--- src/rtl/fetch_unit.sv ---
// fetch_unit: sequential instruction fetch with a credit-limited prefetch FIFO.
// Requests go out in order; responses come back in order and are buffered with
// their PCs. A redirect flushes the FIFO, drops every in-flight response and
// restarts fetch at the word-aligned target.
// Optional macro FETCH_BYPASS_EN: when the FIFO is empty, a kept response is
// presented to decode in the same cycle it returns from memory.
module fetch_unit #(
    parameter int unsigned           DATA_WIDTH = 32,
    parameter logic [DATA_WIDTH-1:0] RESET_PC   = 32'h0000_0000,
    parameter int unsigned           FIFO_DEPTH = 4
) (
    input  logic                  clk,
    input  logic                  rst_n,
    input  logic                  redirect_valid,
    input  logic [DATA_WIDTH-1:0] redirect_pc,
    output logic                  imem_req_valid,
    output logic [DATA_WIDTH-1:0] imem_req_addr,
    input  logic                  imem_req_ready,
    input  logic                  imem_resp_valid,
    input  logic [DATA_WIDTH-1:0] imem_resp_data,
    output logic                  inst_valid,
    output logic [DATA_WIDTH-1:0] inst_data,
    output logic [DATA_WIDTH-1:0] inst_pc,
    input  logic                  inst_ready
);

    localparam int unsigned           CW       = $clog2(FIFO_DEPTH + 1);
    localparam int unsigned           AW       = $clog2(FIFO_DEPTH);
    localparam logic [CW:0]           CREDITS  = (CW+1)'(FIFO_DEPTH);
    localparam logic [DATA_WIDTH-1:0] PC_STEP  = DATA_WIDTH'(4);
    localparam logic [DATA_WIDTH-1:0] PC_ALIGN = {{(DATA_WIDTH-2){1'b1}}, 2'b00};

    logic [DATA_WIDTH-1:0] r_fetch_pc;
    logic [DATA_WIDTH-1:0] r_resp_pc;
    logic [CW-1:0]         r_count;
    logic [CW-1:0]         r_outstanding;
    logic [CW-1:0]         r_drop;
    logic [AW-1:0]         r_rd_ptr;
    logic [AW-1:0]         r_wr_ptr;
    logic [DATA_WIDTH-1:0] r_fifo_data [FIFO_DEPTH];
    logic [DATA_WIDTH-1:0] r_fifo_pc   [FIFO_DEPTH];

    logic [DATA_WIDTH-1:0] w_redirect_pc;
    logic [CW:0]           w_inflight;
    logic                  w_req_valid;
    logic                  w_accept;
    logic                  w_keep;
    logic                  w_drop_resp;
    logic                  w_fifo_nonempty;
    logic                  w_bypass;
    logic                  w_pop;
    logic                  w_push;

    assign w_redirect_pc   = redirect_pc & PC_ALIGN;
    assign w_inflight      = {1'b0, r_count} + {1'b0, r_outstanding};
    // Every issued request owns a FIFO slot until its word is popped or dropped.
    assign w_req_valid     = rst_n && !redirect_valid && (w_inflight < CREDITS);
    assign w_accept        = w_req_valid && imem_req_ready;
    assign w_keep          = imem_resp_valid && (r_drop == '0);
    assign w_drop_resp     = imem_resp_valid && (r_drop != '0);
    assign w_fifo_nonempty = (r_count != '0);

`ifdef FETCH_BYPASS_EN
    assign w_bypass = rst_n && w_keep && !w_fifo_nonempty && !redirect_valid;
`else
    assign w_bypass = 1'b0;
`endif

    assign w_pop  = w_fifo_nonempty && inst_ready;
    // A bypassed word that decode takes immediately never enters the FIFO.
    assign w_push = w_keep && !(w_bypass && inst_ready);

    assign imem_req_valid = w_req_valid;
    assign imem_req_addr  = r_fetch_pc;
    assign inst_valid     = w_fifo_nonempty || w_bypass;
    assign inst_data      = w_fifo_nonempty ? r_fifo_data[r_rd_ptr] :
                            (w_bypass ? imem_resp_data : '0);
    assign inst_pc        = w_fifo_nonempty ? r_fifo_pc[r_rd_ptr] :
                            (w_bypass ? r_resp_pc : '0);

    // Fetch/response PCs, outstanding-request credit and stale-response drop count.
    always_ff @(posedge clk or negedge rst_n) begin
        if (!rst_n) begin
            r_fetch_pc    <= RESET_PC;
            r_resp_pc     <= RESET_PC;
            r_outstanding <= '0;
            r_drop        <= '0;
        end else begin
            r_outstanding <= r_outstanding + CW'(w_accept) - CW'(imem_resp_valid);
            if (redirect_valid) begin
                r_fetch_pc <= w_redirect_pc;
                r_resp_pc  <= w_redirect_pc;
                // No request is accepted in a redirect cycle, so everything
                // still outstanding after this cycle belongs to the old stream.
                r_drop     <= r_outstanding - CW'(imem_resp_valid);
            end else begin
                if (w_accept)    r_fetch_pc <= r_fetch_pc + PC_STEP;
                if (w_keep)      r_resp_pc  <= r_resp_pc + PC_STEP;
                if (w_drop_resp) r_drop     <= r_drop - CW'(1);
            end
        end
    end

    // Prefetch FIFO pointers and occupancy; a redirect empties it outright.
    always_ff @(posedge clk or negedge rst_n) begin
        if (!rst_n) begin
            r_count  <= '0;
            r_rd_ptr <= '0;
            r_wr_ptr <= '0;
        end else if (redirect_valid) begin
            r_count  <= '0;
            r_rd_ptr <= '0;
            r_wr_ptr <= '0;
        end else begin
            if (w_push) r_wr_ptr <= r_wr_ptr + AW'(1);
            if (w_pop)  r_rd_ptr <= r_rd_ptr + AW'(1);
            r_count <= r_count + CW'(w_push) - CW'(w_pop);
        end
    end

    // Prefetch FIFO storage: instruction word and the PC it was fetched from.
    always_ff @(posedge clk) begin
        if (w_push && !redirect_valid) begin
            r_fifo_data[r_wr_ptr] <= imem_resp_data;
            r_fifo_pc[r_wr_ptr]   <= r_resp_pc;
        end
    end

    // Credits guarantee a free slot for every kept response.
    assert property (@(posedge clk) disable iff (!rst_n)
        !(w_push && !w_pop && !redirect_valid && (r_count == CW'(FIFO_DEPTH))))
        else $error("fetch_unit: push into full prefetch FIFO");

endmodule

--- config.mk ---
export PLATFORM = sky130hd
export DESIGN_NAME = fetch_unit
export DESIGN_NICKNAME = d
export VERILOG_FILES = /design/src/rtl/fetch_unit.sv
export SDC_FILE = /design/constraint.sdc
export NUM_CORES = 1
export LEC_CHECK = 0
export BUFFER_PORTS_ARGS = -buffer_cell sky130_fd_sc_hd__buf_2
export CELL_PAD_IN_SITES_DETAIL_PLACEMENT = 2
export CELL_PAD_IN_SITES_GLOBAL_PLACEMENT = 2
export CORE_MARGIN = 2
export CORE_UTILIZATION = 42
export CTS_CLUSTER_SIZE = 28
export DETAILED_ROUTE_END_ITERATION = 10
export PLACE_DENSITY_LB_ADDON = 0.25
export SYNTH_ARGS = -nofsm -noshare
export SYNTH_HDL_FRONTEND = slang
export SYNTH_SLANG_ARGS = --single-unit
--- constraint.sdc ---
create_clock -name clk -period 3.4 [get_ports clk]
set_input_delay 0.68 -clock clk [delete_from_list [all_inputs] [get_ports clk]]
set_output_delay 0.68 -clock clk [all_outputs]
set_load 0.05 [all_outputs]
Word level (Yosys, flattened, before mapping)

Memory sizes are Yosys's and may differ from the RTL's.
Index checks and enable logic that the tools add are counted.

Bits in registers: 77
Memory bits (writable): 256
Input port bits: 70
Output and inout port bits: 98
Logic and storage cells: 51
Memories kept: 2

Memory list:

| name        | depth | width | read ports | clocked after memory_dff | wr ports | line | RTL |
|---|---|---|---|---|---|---|---|
| r_fifo_data | 4     | 32    | 1          | 0                        | 1        | 40   | `logic [DATA_WIDTH-1:0] r_fifo_data [FIFO_DEPTH];` |
| r_fifo_pc   | 4     | 32    | 1          | 0                        | 1        | 41   | `logic [DATA_WIDTH-1:0] r_fifo_pc [FIFO_DEPTH];` |

Add/subtract/negate cells: 11
Magnitude comparators: 1
Multiplexer cells: 15
Reductions and logical operators: 15

Operators by type and width:

| kind                                                | count |
|---|---|
| two-way mux 32 bit                                  | 6 |
| adder 32 x 3 -> 32 bit (second input constant)      | 2 |
| two-way mux 3 bit                                   | 3 |
| subtractor 3 x 1 -> 3 bit                           | 3 |
| two-way mux 2 bit                                   | 4 |
| nonzero test 2 bit                                  | 4 |
| logical AND 1 bit                                   | 7 |
| adder 3 x 1 -> 3 bit                                | 2 |
| nonzero test 3 bit                                  | 2 |
| adder 2 x 1 -> 2 bit (second input constant)        | 2 |
| adder 3 x 3 -> 4 bit                                | 1 |
| < comparator 4 x 3 -> 1 bit (second input constant) | 1 |
| zero test 3 bit                                     | 1 |
| subtractor 3 x 1 -> 3 bit (second input constant)   | 1 |
| two-way mux 1 bit                                   | 2 |
| zero test 1 bit                                     | 1 |

Depth between registers and ports, before layout

Gate-level depths: netlist of run 1.

Depth after elaboration: 6
Mapped depth: 12

Worst setup path before layout of run 1

Ideal clock, no wire load.

Path kind: input-to-reg
Start: input port redirect_valid
End: memory r_fifo_data[0][0] (enable)
Library setup time: 0.427 ns
Data arrival time: 2.714 ns
Slack: 0.259 ns
Stages: 4
Cells stage by stage: clkbuf_1 > inv_1 > clkbuf_1 > and3_1

Word-level cells in the longest chain between the ends: 4

Ends and longest elaborated chain:

| what                                    | line | RTL |
|---|---|---|
| from (decl)                             | 14   | `input logic redirect_valid,` |
| zero test 1 bit                         | 123  | `if (w_push && !redirect_valid) begin` |
| logical AND 1 bit                       | 123  |  |
| two-way mux 1 bit                       | 123  |  |
| two-way mux 1 bit (not written as such) | 124  | `r_fifo_data[r_wr_ptr] <= imem_resp_data;` |
| to (decl)                               | 40   |  |

Every way passes these cells.

Final worst setup path of run 1

Start: register r_rd_ptr[0]
End: output port inst_pc[15]

Word-level cells in the longest chain between the ends: 2

Ends and longest elaborated chain:

| what                   | line | RTL |
|---|---|---|
| from (decl)            | 38   | `logic [AW-1:0] r_rd_ptr;` |
| from (signal assigned) | 116  | `if (w_pop) r_rd_ptr <= r_rd_ptr + AW'(1);` |
| memory (4 x 32 bit)    | n/a  |  |
| two-way mux 32 bit     | 78   | `assign inst_pc = w_fifo_nonempty ? r_fifo_pc[r_rd_ptr] :` |
| to (decl)              | 23   | `output logic [DATA_WIDTH-1:0] inst_pc,` |

Every way passes these cells.

==> flow_summary.ini, run 1 <==
[outcome]
status = finished clean

[power_and_ir_drop]
comb_power_share_pct = 33.2
p_leak_uw = 0.00584
power.internal_uw = 7820
netSwitchingPower_uw = 4620
power_density_mw_per_mm2 = 774
peakVddDrop_mv = 0.343
seqPwrFrac_pct = 38.4
switching_share_pct = 37.1
p_clk_share_pct = 28.4

[clock_network]
clk_pin_slew_ns = 0.06
cts_tree = built
cts_setup_buffers = 0
cts.sinks = 321
cts_max_path_buffers = 3
cts_root_buf = clkbuf_16
cts_resized = 0
insertion_delay_ns = 0.51
htreeDepth = 2
cts_buffers = 36

[final_layout]
nets = 1100
num_antenna_cells = 0
layout_commonest_cell = edfxtp_1
syn2layout_area_growth_pct = 18.6
drive_gt1_share_pct = 31.5
layout_common_cells = edfxtp_1 (248), buf_2 (160), dfrtp_1 (71)
final_cell_count_no_fill = 1440

[floorplan]
dieArea_mm2 = 0.0337
chipHeight_um = 184
ios = 168
initial_utilization_pct = 42.8
row_count = 65
fp.dieW_um = 184
core_mm2 = 0.0317

[routing]
postRouteAntennaNets = 0
drc = 0
first_iter_violations = 416
wl_um = 35800
routed_via_density = 5.57
wl_per_cell_um = 24.8
dr_total_vias = 8017
firstDrtPassIters = 4

[synthesis]
synthArstFlopShare_pct = 22.7
synth_area_mm2 = 0.0136
synth_edf_count = 248
avgSynthCellArea_um2 = 16.4
yosysWarningCount = 0
ys_ff_latch = 321
netlist_instances = 828
synthDistinctLibCells = 55
synth_flop_cell = edfxtp_1
synth-seq-area-share_pct = 68.4

[sta]
period_needed_ns = 3.10
rsz0062_at_grt = false
slew_headroom_pct = 38.8
fin_worst_skew_ns = 0.00986
fin_ws_ns = 0.299
worstMarginPinSlew_ns = 0.918
hold_viol = 0
fin_setup_tns_ns = 0
setup_viol = 0
fmax_mhz = 322
finalMaxSlewViolations = 0
fin_crit_sh_pct = 91.2

[global_routing]
grt_usage_pct = 21.8
grt_pass1_vias = 9055
gr-total-overflow = 0
grt_pass1_wl_um = 55100
grt_start_max_net_pins = 69
antenna_found_initial = 0

[placed_design]
dpl.hpwl_um = 24300
placed_cells = 1375
portBuffers = 161
place_ws_ns = 0.796
gp_congestion = 0.767

[worst_setup_path]
worstPathArrival_ns = 2.42
crit_type = reg2out
cp_max_fo = 37
crit_path_end_kind = output port
cp-start-kind = register
worstPathRequired_ns = 2.72

[job]
cap_violations = 0

[worst_hold_path]
min_path_type = in2reg
## final cells by class
type                       count  area [um^2]
clock buffer                  54         1000
multi-input combinational    448         4040
timing repair buffer         183         1130
inverter                      22         82.6
sequential                   321         9280
tap                          402          503
clock inverter                10         50.0
fill                        2942        15600
## state kept, by name, summed over array words and instances, names as in the netlist, 3 cells and up
register and count:
r_fifo_pc 120, r_drop 3, r_outstanding 3, r_resp_pc 30, imem_req_addr 30, r_fifo_data 128
r_count 3
## cells by family (layout without fill, tap and decap cells)
kind of cell,Yosys count,after routing,share of synthesized area [%]
compound gates,66,66,3.19
xor+xnor,46,46,2.97
fa+ha+maj,18,18,1.77
buf+inv,62,269,1.97
flops,321,321,68.4
mux,77,77,11.5
other cells,1,4,0.0276
simple gates,237,237,10.2
## cell usage after synthesis (4+ instances only)
| cell type | n | share of area (%) |
|---|---|---|
| a21oi_1 | 6 | 0.22 |
| and2_1 | 65 | 3.0 |
| and3_1 | 11 | 0.51 |
| buf_2 | 10 | 0.37 |
| buf_4 | 6 | 0.33 |
| clkbuf_1 | 22 | 0.61 |
| dfrtp_1 | 73 | 13 |
| edfxtp_1 | 248 | 55 |
| ha_1 | 16 | 1.5 |
| inv_1 | 20 | 0.55 |
| mux2_2 | 14 | 1.2 |
| mux4_2 | 62 | 10 |
| nand2_1 | 54 | 1.5 |
| nand3_1 | 26 | 0.96 |
| nand4_1 | 18 | 0.83 |
| nor2_1 | 22 | 0.61 |
| nor3_1 | 7 | 0.26 |
| o211ai_1 | 14 | 0.77 |
| o21ai_0 | 17 | 0.63 |
| o21ai_1 | 9 | 0.33 |
| o311ai_0 | 4 | 0.26 |
| or3_1 | 6 | 0.28 |
| xnor2_1 | 23 | 1.5 |
| xor2_1 | 23 | 1.5 |
## worst max-delay path, stage by stage, from the launching register on
cell and delay [ns]:
dfrtp_4 0.56, buf_12 0.33, mux4_2 0.56, and2_1 0.19, buf_2 0.21
## through the flow
stage	area [um^2]	utilization (%)	total power, uW	hold slack, ns
6_report	16100	50.7	12400	0.386
5_1_grt	16100	50.7	13000	0.375
4_1_cts	16100	50.7	12600	0.370
3_5_place_dp	15000	47.4	9050	0.507
3_3_place_gp	15000	47.4	8940	0.505
2_1_floorplan	13600	-	7910	0.384
## path summary, 6_finish.rpt
kind,start,endpoint,slack [ns],cells past startpoint
hold / removal,imem_resp_data[19],r_fifo_data[2][19]$_DFFE_PP_,0.39,1
hold reg to reg,r_outstanding[0]$_DFF_PN0_,r_outstanding[0]$_DFF_PN0_,0.57,1
setup / recovery,r_rd_ptr[0]$_DFFE_PN0P_,inst_pc[15],0.30,4
setup reg to reg,r_count[1]$_DFF_PN0_,r_outstanding[2]$_DFF_PN0_,0.93,10
min in group asynchronous,rst_n,r_resp_pc[7]$_DFFE_PN0N_,0.53,2
max in group asynchronous,rst_n,r_rd_ptr[0]$_DFFE_PN0P_,1.66,3
## power groups by stage
stage               logic [uW]  clock network (uW)  registers [uW]
floorplan                 3050                   0            4860
global placement          4110                   0            4830
detailed placement        4190                   0            4860
CTS                       4210                3620            4780
global route              4430                3760            4820
finish                    4130                3530            4780
## timing repair
item,in CTS,in global routing
setup endpoints to repair,0,0
endpoints found under the hold margin,5,0
hold buffers,1,0
## routing by layer
| layer | GRT usage [%] | share of wire, % | up-vias |
|---|---|---|---|
| met1 | 28.4 | 43 | 4235 |
| met3 | 3.57 | 3.9 | 51 |
| met5 | 0 | 0 | - |
| li1 | - | - | 3537 |
| met4 | 4.90 | 1.7 | 0 |
| met2 | 38.6 | 52 | 194 |
No activity file was read; power rests on OpenSTA's default activity.
==> run 2: changes to the inputs <==
- clock period: 3.4 -> 3.25 ns (I/O delays scaled with it)
==> flow_summary.ini, run 2 (synthesis results as in run 1) <==
[placed_design]
portBuffers = 161
placed_cell_area_mm2 = 0.0149
dpl.hpwl_um = 23200
gp_congestion = 0.756

[sta]
fmax_mhz = 329
period_needed_ns = 3.04
finalMaxSlewViolations = 0
hold_viol = 0
rsz0062_at_grt = false
fin_worst_skew_ns = 0.0226
fin_setup_tns_ns = 0
worstMarginPinSlew_ns = 0.696
setup_viol = 0
slew_headroom_pct = 53.4
fin_crit_sh_pct = 93.6

[floorplan]
initial_utilization_pct = 42.8
fp.dieW_um = 184
ios = 168
core_mm2 = 0.0317
dieArea_mm2 = 0.0337
row_count = 65
chipHeight_um = 184

[final_layout]
drive_gt1_share_pct = 32.2
top_regs = r_fifo_data (128), r_fifo_pc (120)
design_area_mm2 = 0.0161
syn2layout_area_growth_pct = 19.0
largest_reg_flops = 128
layout_common_cells = edfxtp_1 (248), buf_2 (160), dfrtp_1 (71)
largest-register = r_fifo_data
nets = 1099
layout_commonest_cell = edfxtp_1
num_antenna_cells = 0

[global_routing]
grt_pass1_wl_um = 54800
grt_start_max_net_pins = 64
grt_pass1_vias = 8942
antenna_found_initial = 0
grt_usage_pct = 21.6
gr-total-overflow = 0

[outcome]
status = finished clean

[worst_setup_path]
timing.rr.end = r_outstanding[2]$_DFF_PN0_
crit_type = reg2out
worstPathArrival_ns = 2.39
cp_max_fo = 31
reg2reg_setup_slack_ns = 0.71
reg2reg_depth = 10
worstPathRequired_ns = 2.60
r2r-start = r_count[1]$_DFF_PN0_
cp-start-kind = register
crit_path_end_kind = output port

[routing]
wl_um = 35000
first_iter_violations = 348
firstDrtPassIters = 6
dr_total_vias = 7890
wl_per_cell_um = 24.3
drc = 0
routed_via_density = 5.48
postRouteAntennaNets = 0

[clock_network]
cts.sinks = 321
insertion_delay_ns = 0.52
clk_pin_slew_ns = 0.06
cts_max_path_buffers = 3
cts_tree = built
cts_root_buf = clkbuf_16
htreeDepth = 2
cts_resized = 0
postCtsHoldBufs = 0
cts_setup_buffers = 0
cts_buffers = 36

[power_and_ir_drop]
p_clk_share_pct = 30.5
comb_power_share_pct = 32.1
netSwitchingPower_uw = 4850
power_density_mw_per_mm2 = 829
switching_share_pct = 36.3
p_leak_uw = 0.00588
seqPwrFrac_pct = 37.4
power.internal_uw = 8530
peakVddDrop_mv = 0.387

[worst_hold_path]
min_path_type = in2async

[job]
cap_violations = 0
[run 2: power by group through the flow]
stage	sequential (uW)	clock (uW)	combinational [uW]
global placement	5060	0	4270
finish	5000	4080	4290
floorplan	5090	0	3190
CTS	5010	4190	4400
global route	5040	4320	4610
detailed placement	5090	0	4370
[run 2: worst max path at each step]
| stage | startpoint | endpoint | slack [ns] | cells past startpoint |
|---|---|---|---|---|
| after detailed placement | redirect_valid | r_outstanding[2]$_DFF_PN0_ | 0.64 | 10 |
| after CTS | r_rd_ptr[0]$_DFFE_PN0P_ | inst_data[4] | 0.14 | 4 |
| after global placement | r_rd_ptr[0]$_DFFE_PN0P_ | inst_pc[21] | 0.69 | 4 |
| after global routing | r_rd_ptr[0]$_DFFE_PN0P_ | inst_data[23] | 0.07 | 4 |
| final | r_rd_ptr[0]$_DFFE_PN0P_ | inst_data[6] | 0.21 | 4 |
| after floorplan | redirect_valid | r_fifo_data[0][0]$_DFFE_PP_ | 0.14 | 4 |
[run 2: per-layer routing]
layer	GRT usage [%]	wire length, um
met5	0	0
met4	5.38	614
met3	3.21	1280
met2	38.0	17800
met1	28.1	15400
[run 2: metrics by stage]
stage	power, uW	instances	utilization, %	setup WS, ns	hold WS (ns)
CTS	13600	1440	50.9	0.141	0.239
detailed placement	9460	1375	47.1	0.640	0.548
global placement	9320	1375	47.1	0.690	0.539
global route	14000	1440	50.9	0.0738	0.260
floorplan	8280	831	-	0.139	0.354
finish	13400	1440	50.9	0.209	0.216
[run 2: worst max-delay path: stages (launching register included)]
cell and delay [ns]:
dfrtp_4 0.62, buf_12 0.31, mux4_2 0.54, and2_1 0.19
buf_2 0.21
[run 2: cell type report]
| cell class | instances | area [um^2] |
|---|---|---|
| fillers | 2924 | 15600 |
| flip-flops and latches | 321 | 9280 |
| multi-input cells | 448 | 4040 |
| repair buffers | 182 | 1040 |
| clock buffers | 48 | 998 |
| well taps | 402 | 503 |
| clock inverters | 17 | 193 |
| inverters | 22 | 82.6 |
==> run 3: changes to the inputs <==
- ABC_AREA: unset -> 1
- CORE_UTILIZATION: 42 -> 38
==> flow_summary.ini, run 3 <==
[clock_network]
cts_root_buf = clkbuf_16
cts_resized = 0
cts_tree = built
clk_pin_slew_ns = 0.06
cts_setup_buffers = 0
insertion_delay_ns = 0.52
postCtsHoldBufs = 0
cts_buffers = 36
cts.sinks = 321
htreeDepth = 2
cts_max_path_buffers = 3

[worst_setup_path]
crit_type = reg2out
cpMaxStageDelayCell = dfrtp_4
slowest_delay_ns = 0.43
cpMostUsedCell = nor2_1
crit_chain = buf_12 > nor2_1 > nor2_1 > o21ai_0 > a21oi_1 > buf_2
cp_max_fo = 125
worstPathArrival_ns = 2.45
crit_end = inst_pc[21]
timing.rr.end = r_outstanding[2]$_DFF_PN0_
reg2reg_setup_slack_ns = 0.56
setup.worst_path.start = r_rd_ptr[0]$_DFFE_PN0P_
worstPathRequired_ns = 2.60
cp-start-kind = register
reg2reg_depth = 11
crit_path_end_kind = output port
r2r-start = r_count[1]$_DFF_PN0_

[floorplan]
core_mm2 = 0.0378
row_count = 71
ios = 168
chipHeight_um = 200
initial_utilization_pct = 38.7
dieArea_mm2 = 0.0401
fp.dieW_um = 200

[final_layout]
drive_gt1_share_pct = 17.8
top_regs = r_fifo_data (128), r_fifo_pc (120)
design_area_mm2 = 0.0173
nets = 1713
syn2layout_area_growth_pct = 18.3
layout_common_cells = nor2_1 (311), edfxtp_1 (248), nand2_1 (239)
layout_commonest_cell = nor2_1
largest_reg_flops = 128
num_antenna_cells = 0
largest-register = r_fifo_data

[placed_design]
placed_cell_area_mm2 = 0.0161
dpl.hpwl_um = 32600
gp_congestion = 0.846
place_ws_ns = 0.474
portBuffers = 161

[routing]
wl_per_cell_um = 22.4
drc = 0
dr_total_vias = 11337
first_iter_violations = 493
firstDrtPassIters = 4
postRouteAntennaNets = 0
routed_via_density = 5.24
wl_um = 48400

[synthesis]
yosysWarningCount = 0
avgSynthCellArea_um2 = 10.0
synth_edf_count = 248
ys_top_cells_by_area = edfxtp_1 (51%), dfrtp_1 (12%), nor2_1 (8.1%)
netlist_instances = 1456
yosysMostFrequentCell = nor2_1
synth_area_mm2 = 0.0146
synth_flop_cell = edfxtp_1
synth_top_area_share_pct = 50.9
ys_ff_latch = 321
synth_area_leader_cell = edfxtp_1
synth-seq-area-share_pct = 63.4
ys_top_cells_by_count = nor2_1 (315), edfxtp_1 (248), nand2_1 (239), o21ai_0 (155), inv_1 (81)
synthDistinctLibCells = 40
synthArstFlopShare_pct = 22.7

[sta]
hold_viol = 0
setup_viol = 0
worstMarginPinSlew_ns = 0.789
finalMaxSlewViolations = 0
fin_ws_ns = 0.150
fin_worst_skew_ns = 0.00931
period_needed_ns = 3.10
rsz0062_at_grt = false
slew_headroom_pct = 47.4
fmax_mhz = 323
fin_crit_sh_pct = 95.4

[global_routing]
grt_pass1_vias = 12759
grt_pass1_wl_um = 75500
antenna_found_initial = 0
gr-total-overflow = 0
grt_start_max_net_pins = 126
grt_usage_pct = 24.3

[power_and_ir_drop]
peakVddDrop_mv = 0.409
power_density_mw_per_mm2 = 842
p_leak_uw = 0.00682

[outcome]
status = finished clean

[worst_hold_path]
min_path_type = in2async

[job]
cap_violations = 0
-- run 3: changes by cell type after synthesis, moves of 46 or more --
cell / previous run / this run
nor2_1: 22 / 315
nand2_1: 54 / 239
o21ai_0: 17 / 155
a21oi_1: 6 / 73
and2_1: 65 / 2
mux4_2: 62 / 0
inv_1: 20 / 81
nand3_1: 26 / 72
-- run 3: how the worst min path moves through the flow --
stage,start,to,slack [ns],depth (start not counted)
after global routing,rst_n,imem_req_addr[28]$_DFFE_PN0P_,0.28,2
after detailed placement,r_outstanding[1]$_DFF_PN0_,r_outstanding[2]$_DFF_PN0_,0.50,1
final,rst_n,imem_req_addr[28]$_DFFE_PN0P_,0.25,2
after global placement,r_outstanding[1]$_DFF_PN0_,r_outstanding[2]$_DFF_PN0_,0.49,1
after CTS,rst_n,imem_req_addr[28]$_DFFE_PN0P_,0.27,2
after floorplan,rst_n,imem_req_addr[10]$_DFFE_PN0P_,0.35,0
-- run 3: where the power goes --
group / internal, uW / switching, uW
logic: 1190 / 4120
registers: 4790 / 400
clock network: 2420 / 1640
total: 8400 / 6150
-- run 3: per-layer routing --
metal | global-route usage [%] | vias to the layer above | part of all wire, %
li1 | - | 5255 | -
met1 | 29.5 | 5802 | 41
met2 | 45.6 | 214 | 54
met3 | 2.60 | 66 | 3.0
met4 | 6.40 | 0 | 2.2
met5 | 0 | - | 0
-- run 3: layout make-up --
type                    count  area [um^2]
flip-flops and latches    321         9280
clock buffers              54         1020
multi-input cells         986         4750
clock inverters            11          151
repair buffers            193         1120
well taps                 511          639
fillers                  4068        20500
inverters                  87          328
-- run 3: logic make-up after synthesis --
family / Yosys count / share of synthesized area [%]
xor gates and xnor gates: 22 / 1.32
buffers and inverters: 152 / 4.36
and+or+nand+nor: 686 / 20.0
DFF: 321 / 63.4
other: 1 / 0.0256
AOI/OAI and AO/OA: 256 / 9.21
adders and majority gates: 18 / 1.64
-- run 3: critical path: cells and delay by family (launching register included) --
kind	cells	cell delay, ns
AND/OR/NAND/NOR	2	0.25
flip-flops	1	0.43
AO/OA/AOI/OAI	2	0.37
buffers and inverters	2	0.74
-- run 3: through the flow --
stage	util, %	power, uW	std cells	hold slack [ns]	setup TNS, ns
after floorplan	-	8910	1459	0.354	-241.71
after global placement	42.7	10400	2098	0.491	0
after detailed placement	42.7	10600	2098	0.503	0
after CTS	45.8	14700	2163	0.272	0
after global routing	45.8	15200	2163	0.284	0
final	45.8	14600	2163	0.247	0
